[config.mk]
export PLATFORM = sky130hd
export DESIGN_NAME = cr_inverse_transform
export DESIGN_NICKNAME = d
export VERILOG_FILES = /design/src/rtl/cr_inv_pkg.sv /design/src/rtl/meancr.sv /design/src/rtl/wcr_calc.sv /design/src/rtl/cr_inverse_transform.sv
export SDC_FILE = /design/constraint.sdc
export NUM_CORES = 2
export LEC_CHECK = 0
export BUFFER_PORTS_ARGS = -buffer_cell sky130_fd_sc_hd__buf_2
export CAP_MARGIN = 20
export CORE_MARGIN = 2
export CORE_UTILIZATION = 35
export CTS_CLUSTER_DIAMETER = 100
export DETAILED_ROUTE_END_ITERATION = 12
export PLACE_DENSITY = 0.46
export SYNTH_ARGS = -nofsm -noshare
export SYNTH_HDL_FRONTEND = slang
export SYNTH_HIERARCHICAL = 1
export SYNTH_SLANG_ARGS = --single-unit
[constraint.sdc]
create_clock -name clk -period 19.3 [get_ports clk]
set_clock_uncertainty 0.05 [all_clocks]
set_input_delay 3.86 -clock clk [delete_from_list [all_inputs] [get_ports clk]]
set_output_delay 3.86 -clock clk [all_outputs]
set_load 0.1 [all_outputs]
[src/rtl/cr_inv_pkg.sv]
// Shared constants, types and helpers for the inverse skin-tone chroma transform.
// Chroma values are unsigned Q8.FRAC. Constant divisions use ceil reciprocals with DIV_FRAC bits,
// which is enough for them to match exact floor division over the clamped luma range.
package cr_inv_pkg;

  localparam int FRAC       = 8;
  localparam int CR_W       = 8 + FRAC;
  localparam int RECIP_FRAC = 16;
  localparam int DIV_FRAC   = 28;

  typedef logic [CR_W-1:0]        cr_t;
  typedef logic signed [CR_W:0]   crd_t;

  localparam logic [7:0] K_L   = 8'd125;
  localparam logic [7:0] K_H   = 8'd188;
  localparam logic [7:0] Y_MIN = 8'd16;
  localparam logic [7:0] Y_MAX = 8'd235;

  localparam cr_t MEANCR_KH      = cr_t'(154 << FRAC);
  localparam cr_t WCR            = cr_t'((3876 * (1 << FRAC) + 50) / 100);
  localparam cr_t WLCR           = cr_t'(20 << FRAC);
  localparam cr_t WHCR           = cr_t'(10 << FRAC);
  localparam cr_t MEANCR_LO_SPAN = cr_t'(10 << FRAC);
  localparam cr_t MEANCR_HI_SPAN = cr_t'(22 << FRAC);

  localparam logic [11:0] RECIP_WCR = 12'd1691;

  localparam int LO_SPAN = int'(K_L) - int'(Y_MIN);
  localparam int HI_SPAN = int'(Y_MAX) - int'(K_H);
  localparam logic [23:0] RECIP_LO = 24'(((1 << DIV_FRAC) + LO_SPAN - 1) / LO_SPAN);
  localparam logic [23:0] RECIP_HI = 24'(((1 << DIV_FRAC) + HI_SPAN - 1) / HI_SPAN);

  function automatic logic [7:0] clamp_y(input logic [7:0] y);
    if (y < Y_MIN)      return Y_MIN;
    else if (y > Y_MAX) return Y_MAX;
    else                return y;
  endfunction

endpackage

[src/rtl/meancr.sv]
// Luma-dependent chroma cluster centre meancr(Y), Q8.FRAC; expects luma already clamped.
module meancr
  import cr_inv_pkg::*;
(
  input  logic [7:0] y,
  output cr_t        m
);

  logic [7:0]  lo_dy, hi_dy;
  logic [47:0] lo_prod, hi_prod;

  assign lo_dy   = K_L - y;
  assign hi_dy   = y - K_H;
  assign lo_prod = 48'(lo_dy) * 48'(MEANCR_LO_SPAN) * 48'(RECIP_LO);
  assign hi_prod = 48'(hi_dy) * 48'(MEANCR_HI_SPAN) * 48'(RECIP_HI);

  always_comb begin
    m = MEANCR_KH;
    if (y <= K_L)      m = MEANCR_KH + cr_t'(lo_prod >> DIV_FRAC);
    else if (y >= K_H) m = MEANCR_KH + cr_t'(hi_prod >> DIV_FRAC);
  end

endmodule

[src/rtl/wcr_calc.sv]
// Cluster width Wcr(Y), Q8.FRAC, linearly tapered outside the pass-through band.
module wcr_calc
  import cr_inv_pkg::*;
(
  input  logic [7:0] y,
  output cr_t        w
);

  logic [7:0]  lo_dy, hi_dy;
  logic [47:0] lo_prod, hi_prod;

  assign lo_dy   = y - Y_MIN;
  assign hi_dy   = Y_MAX - y;
  assign lo_prod = 48'(lo_dy) * 48'(WCR - WLCR) * 48'(RECIP_LO);
  assign hi_prod = 48'(hi_dy) * 48'(WCR - WHCR) * 48'(RECIP_HI);

  always_comb begin
    w = WCR;
    if (y <= K_L)      w = WLCR + cr_t'(lo_prod >> DIV_FRAC);
    else if (y >= K_H) w = WHCR + cr_t'(hi_prod >> DIV_FRAC);
  end

endmodule

[src/rtl/cr_inverse_transform.sv]
// Three-stage pipelined inverse of the nonlinear Cr transform with a global stall.
// Define CR_INV_ROUND_EN to round the final rescale half-up instead of truncating.
module cr_inverse_transform
  import cr_inv_pkg::*;
(
  input  logic            clk,
  input  logic            rst_n,
  input  logic            in_valid,
  output logic            in_ready,
  input  logic [7:0]      in_y,
  input  logic [CR_W-1:0] in_crp,
  output logic            out_valid,
  input  logic            out_ready,
  output logic [CR_W-1:0] out_cr,
  output logic            out_bypass
);

  localparam int ACC_W = CR_W + 4;
  localparam int SHIFT = FRAC + RECIP_FRAC;

  logic                     advance;
  logic                     v1, v2, v3;
  logic [7:0]               yc, yc_in;
  logic                     byp1, byp2;
  crd_t                     d1;
  cr_t                      crp1, crp2, m2, m_yc, w_yc;
  logic signed [2*CR_W+1:0] p2;
  logic signed [47:0]       prod3, prod_rnd;
  logic signed [ACC_W-1:0]  q3, r3;
  cr_t                      sat3;

  // The whole pipeline freezes only when the last stage holds an unaccepted pixel.
  assign advance   = !v3 || out_ready;
  assign in_ready  = advance;
  assign out_valid = v3;
  assign yc_in     = clamp_y(in_y);

  meancr u_meancr (.y(yc), .m(m_yc));
  wcr_calc u_wcr_calc (.y(yc), .w(w_yc));

  always_ff @(posedge clk or negedge rst_n) begin
    if (!rst_n) begin
      v1   <= 1'b0;
      yc   <= '0;
      byp1 <= 1'b0;
      d1   <= '0;
      crp1 <= '0;
    end else if (advance) begin
      v1   <= in_valid;
      yc   <= yc_in;
      byp1 <= (yc_in > K_L) && (yc_in < K_H);
      d1   <= $signed({1'b0, in_crp}) - $signed({1'b0, MEANCR_KH});
      crp1 <= in_crp;
    end
  end

  always_ff @(posedge clk or negedge rst_n) begin
    if (!rst_n) begin
      v2   <= 1'b0;
      p2   <= '0;
      m2   <= '0;
      byp2 <= 1'b0;
      crp2 <= '0;
    end else if (advance) begin
      v2   <= v1;
      p2   <= d1 * $signed({1'b0, w_yc});
      m2   <= m_yc;
      byp2 <= byp1;
      crp2 <= crp1;
    end
  end

  // Divide by the nominal width via its Q0.16 reciprocal, re-centre, then clip to Q8.FRAC.
  always_comb begin
    prod3 = 48'(p2) * $signed({36'd0, RECIP_WCR});
`ifdef CR_INV_ROUND_EN
    prod_rnd = prod3 + (48'sd1 <<< (SHIFT - 1));
`else
    prod_rnd = prod3;
`endif
    q3 = ACC_W'(prod_rnd >>> SHIFT);
    r3 = q3 + $signed({4'd0, m2});
    if (r3[ACC_W-1])             sat3 = '0;
    else if (|r3[ACC_W-2:CR_W])  sat3 = '1;
    else                         sat3 = r3[CR_W-1:0];
  end

  always_ff @(posedge clk or negedge rst_n) begin
    if (!rst_n) begin
      v3         <= 1'b0;
      out_cr     <= '0;
      out_bypass <= 1'b0;
    end else if (advance) begin
      v3         <= v2;
      out_cr     <= byp2 ? crp2 : sat3;
      out_bypass <= byp2;
    end
  end

endmodule

; Word level (Yosys, flattened, before mapping)
; Cells that the tools add are included.
[word_totals]
ff_bits = 129
wordCells = 52
input_bits = 28
[classes]
n_mux = 9
add_sub_neg = 10
n_mul = 10
magnitude_cmp = 6
reduce_logical = 4
[op_table]
columns = cell, count
row1 = $mux W16, 7
row2 = $mul A21 B23 Y44 const B, 1
row3 = $mul A34 B12 Y44 const B, 1
row4 = $mul A21 B22 Y43 const B, 1
row5 = $mul A8 B13 Y21 const B, 2
row6 = $mul A12 B23 Y35 const B, 1
row7 = $mul A17 B17 Y34, 1
row8 = $mul A11 B22 Y33 const B, 1
row9 = $add A20 B17 Y20, 1
row10 = $sub A16 B16 Y17 const B, 1
row11 = $add A12 B16 Y16 const A, 1
row12 = $add A13 B15 Y16 const A, 1
row13 = $add A16 B14 Y16 const A, 1
row14 = $add A16 B16 Y16 const A, 1
row15 = $mux W8, 2
row16 = $mul A8 B4 Y12 const B, 1
row17 = $mul A8 B3 Y11 const B, 1
row18 = $ge A8 B8 Y1 const B, 1
row19 = $gt A8 B7 Y1 const B, 1
row20 = $gt A8 B8 Y1 const B, 1
row21 = $le A8 B7 Y1 const B, 1
row22 = $lt A8 B5 Y1 const B, 1
row23 = $lt A8 B8 Y1 const B, 1
row24 = $sub A7 B8 Y8 const A, 1
row25 = 7 further kinds, 7

; Logic depth before layout (Yosys ltp)
[depth]
word_depth = 7
ltp_mapped = 73

; Modules after synthesis
; Netlist, hierarchy kept.
[modules_own_cells]
columns = mod, seq_area_each_um2, area_per_inst_um2, cells_each, instances
row1 = cr_inverse_transform, 3002.9, 23067.1, 2569, 1
row2 = wcr_calc, 0.0, 18241.2, 1843, 1
row3 = meancr, 0.0, 9165.0, 1012, 1

; Least setup slack after synthesis
; Ideal clock, no wire load.
[synth_timing]
kind = flip-flop to flip-flop
start = register yc[0]
end = register p2[32]
setup_slack_ps = 2476
stages_incl_launch_ff = 62
arrival_time_ps = 16641
synth_period_minus_slack_ps = 16824
setup_time_ps = 133
cell_sequence = dfrtp_1 -> clkbuf_1 -> inv_1 -> ha_1 -> ha_1 -> ha_1 -> ha_1 -> o21a_1 -> o21ai_0 -> a21boi_0 -> o21ai_0 -> nand2b_1 -> a21o_1 -> a31oi_1 -> o2111a_1 -> o21bai_1 -> a21o_1 -> xnor2_1 -> [26 not listed] -> fa_1 -> inv_1 -> fa_1 -> fa_1 -> fa_1 -> inv_1 -> fa_1 -> ha_1 -> a2111oi_0 -> o21ai_0 -> a21oi_1 -> a21oi_1 -> a211oi_1 -> o22ai_1 -> or4_1 -> a31oi_1 -> xor2_1 -> o21ai_0
[synth_via]
elab_chain_cells = 7
[synth_rtl]
columns = element, line_no
row1 = start: declaration, cr_inverse_transform.sv:23  ; logic [7:0] yc, yc_in;
row2 = start signal: assignment, cr_inverse_transform.sv:50  ; yc <= yc_in;
row3 = $sub A8 B8 Y8, wcr_calc.sv:13  ; assign hi_dy = Y_MAX - y;
row4 = $mul A8 B13 Y21, wcr_calc.sv:15  ; assign hi_prod = 48'(hi_dy) * 48'(WCR - WHCR) * 48'(RECIP_HI);
row5 = $mul A21 B23 Y44, wcr_calc.sv:15
row6 = $add A12 B16 Y16, wcr_calc.sv:20  ; else if (y >= K_H) w = WHCR + cr_t'(hi_prod >> DIV_FRAC);
row7 = $mux W16, wcr_calc.sv:20
row8 = $mux W16 *, wcr_calc.sv:19  ; if (y <= K_L) w = WLCR + cr_t'(lo_prod >> DIV_FRAC);
row9 = via w_yc[13], cr_inverse_transform.sv:26  ; cr_t crp1, crp2, m2, m_yc, w_yc;
row10 = $mul A17 B17 Y34 *, cr_inverse_transform.sv:66  ; p2 <= d1 * $signed({1'b0, w_yc});
row11 = end signal: assignment, cr_inverse_transform.sv:66
row12 = end: declaration, cr_inverse_transform.sv:27  ; logic signed [2*CR_W+1:0] p2;
; The timed path passes the listed nets; every way through them passes the cells marked *.
; A chain may end at the register's enable or synchronous reset.

; Worst setup path after layout
[layout_timing]
start = register yc[5]
end = register p2[32]
; Same word-level chain as after synthesis.

==> metrics.cfg <==
[floorplanning]
io_pins = 47
initial_core_util_pct = 35.2
num_rows = 139
die-area_mm2 = 0.147
die_h_um = 384
die_x_um = 384
core_mm2 = 0.143

[detailed_routing]
vias = 35000
first_pass_iters = 5
antenna_left = 0
wl_per_cell_um = 17.8
drc_errors = 0
wirelength_mm = 132
vias_per_cell = 4.72
drt_iter0_markers = 1511

[sta]
tns_ns = 0
rsz0062_at_grt = false
drv_slew = 0
period_minus_slack_ns = 18.06
finalSetupViolCount = 0
fin_crit_sh_pct = 93.5
max-slew-margin-rel_pct = 31.6
fmax_mhz = 55.4
worst_pin_slew_ns = 1.03
hold_viol = 0

[finish]
layout-drive-gt1-share_pct = 4.29
area_growth_pct = 7.12
finish.utilization_pct = 37.7
most-common-layout-cells = inv_1 (1456), ha_1 (1003), fa_1 (895)
final_common_cell = inv_1
finalNetCount = 7414
layoutNonFillerInstCount = 7405

[synth]
yosysTopAreaCellShare_pct = 35.5
ys.warnings.count = 6
yosys.area.top_type = fa_1
syn_inst = 5424
synth.cell_area_mm2 = 0.0505
synth-edff-count = 0
synth.avg_cell_area_um2 = 9.31
synth_area_leaders = fa_1 (36%), ha_1 (25%), inv_1 (11%)
ys_types = 98
ys_seq_area_share_pct = 5.95
async_flop_share_pct = 100
ys_ff_latch = 120
ys.flop_type = dfrtp_1
synth_fp_nets = 7351

[grt]
grt.overflow.total = 0
grtUsageTotal_pct = 19.1
grt_max_degree = 81
antenna_found_initial = 6
grt_pass1_wl_mm = 219
first_global_vias = 38600

[critical_path]
r2r_cells = 67
crit_top_cell = fa_1
crit_slowest_cell = dfrtp_1
required_ns = 19.58
critical_path.max_stage_delay_ns = 0.64
path_class = reg2reg
startpoint_type = flip-flop
end_kind = flip-flop
path_max_fanout = 17
cp.arrival_ns = 18.33

[placed_design]
gp_congestion = 0.842
io_buffer_count = 46
dp_hpwl_mm = 116
post-place-cells = 7363

[clocking]
cts_root_buf = clkbuf_16
clk-insertion-delay-late_ns = 0.49
cts.clk_slew.worst_paths_ns = 0.07
cts_buffer_depth = 2
htree_levels = 4
cts_tree = done
cts_hold_buf = 0
cts_inserted_buffers = 17
cts.sinks = 120

[run_status]
status = complete, no violations

[flow_run]
drv_cap = 0

[worst_hold_path]
hold_class = reg2reg
holdPathStages = 2

[repair_timing]
item | CTS | global route
gates resized for setup | 0 | 17
endpoints found under the hold margin | 0 | 0
setup buffers | 0 | 8
setup endpoints to repair | 0 | 13
[metrics by stage]
step | hold WS (ns) | setup slack (ns) | instance area [um2]
after floorplan | 0.380 | 2.48 | 50500
after global placement | 0.398 | 0.691 | 53300
after detailed placement | 0.400 | 0.497 | 53300
after CTS | 0.421 | 0.451 | 53900
after global routing | 0.444 | 0.0210 | 54100
final | 0.418 | 1.24 | 54100
[path summary, 6_finish.rpt]
kind / from / endpoint / slack [ns]
max: yc[5]$_DFFE_PN0P_ / p2[32]$_DFFE_PN0P_ / 1.24
min: v1$_DFFE_PN0P_ / v1$_DFFE_PN0P_ / 0.42
max in group asynchronous: rst_n / m2[11]$_DFFE_PN0P_ / 14.39
min reg2reg: v1$_DFFE_PN0P_ / v1$_DFFE_PN0P_ / 0.42
max reg2reg: yc[5]$_DFFE_PN0P_ / p2[32]$_DFFE_PN0P_ / 1.24
min in group asynchronous: rst_n / d1[3]$_DFFE_PN0P_ / 3.19
[Yosys cell counts, types with 5 or more instances]
| cell type | count |
|---|---|
| xor2_1 | 112 |
| dfrtp_1 | 120 |
| a211oi_1 | 19 |
| ha_1 | 1003 |
| a2111oi_0 | 5 |
| nand2b_1 | 32 |
| o21ai_1 | 7 |
| nand4b_1 | 5 |
| nor2_1 | 116 |
| a21boi_0 | 7 |
| nand3_1 | 45 |
| a22oi_1 | 10 |
| and3_1 | 29 |
| o22ai_1 | 14 |
| a211o_1 | 5 |
| or2_2 | 15 |
| nand4_1 | 26 |
| o21a_1 | 36 |
| o211ai_1 | 13 |
| a21oi_1 | 182 |
| xnor2_1 | 132 |
| clkbuf_1 | 77 |
| o31ai_1 | 9 |
| or3_1 | 9 |
| a221o_1 | 18 |
| inv_1 | 1458 |
| mux2i_1 | 8 |
| and2_1 | 130 |
| nor2b_1 | 33 |
| o21ai_0 | 119 |
| a31o_2 | 8 |
| a31oi_1 | 23 |
| o21bai_1 | 28 |
| nor3_1 | 36 |
| a21o_1 | 87 |
| fa_1 | 896 |
| nand2_1 | 449 |
[critical path: cells and delay by family (launching register included)]
family                     cells  cell delay, ns
buffers and inverters          9            0.99
DFF                            1            0.64
adders and majority gates     20            8.58
and+or+nand+nor                7            1.50
xor gates and xnor gates       6            1.18
AOI/OAI and AO/OA             25            4.94
[cells by family (layout without fill, tap and decap cells)]
group / Yosys count / in the layout / synth area share [%]
xor gates and xnor gates: 244 / 244 / 4.23
buffers and inverters: 1542 / 1618 / 11.5
other: 0 / 2 / 0
adders and majority gates: 1900 / 1900 / 60.4
muxes: 10 / 10 / 0.203
and+or+nand+nor: 953 / 953 / 8.97
DFF: 120 / 120 / 5.95
AOI/OAI and AO/OA: 655 / 655 / 8.73
[per-layer routing]
metal	wire (um)	track usage (%)	vias to the layer above	share of wire, %
li1	-	-	17000	-
met1	64300	27.3	17500	49
met2	62200	31.7	380	47
met3	3800	1.79	71	2.9
met4	1820	3.13	2	1.4
met5	13	0	-	0.0098
[state kept, by name (all words and copies together) (netlist names)]
name	flops
v1	1
out_valid	1
byp1	1
out_cr	16
p2	34
yc	8
crp1	7
crp2	16
d1	17
out_bypass	1
m2	16
byp2	1
v2	1
[cell type report]
type                    count  area [um2]
fillers                 14800       89200
multi-input cells        3762       41800
inverters                1459        5480
flip-flops and latches    120        3010
well taps                1903        2380
repair buffers            127         845
clock buffers              17         425
clock inverters            15         154
diodes                      2        5.00
Power is left out: the tool's default activity adds up to more than one toggle a clock period on the data nets, which glitch-free logic cannot reach.
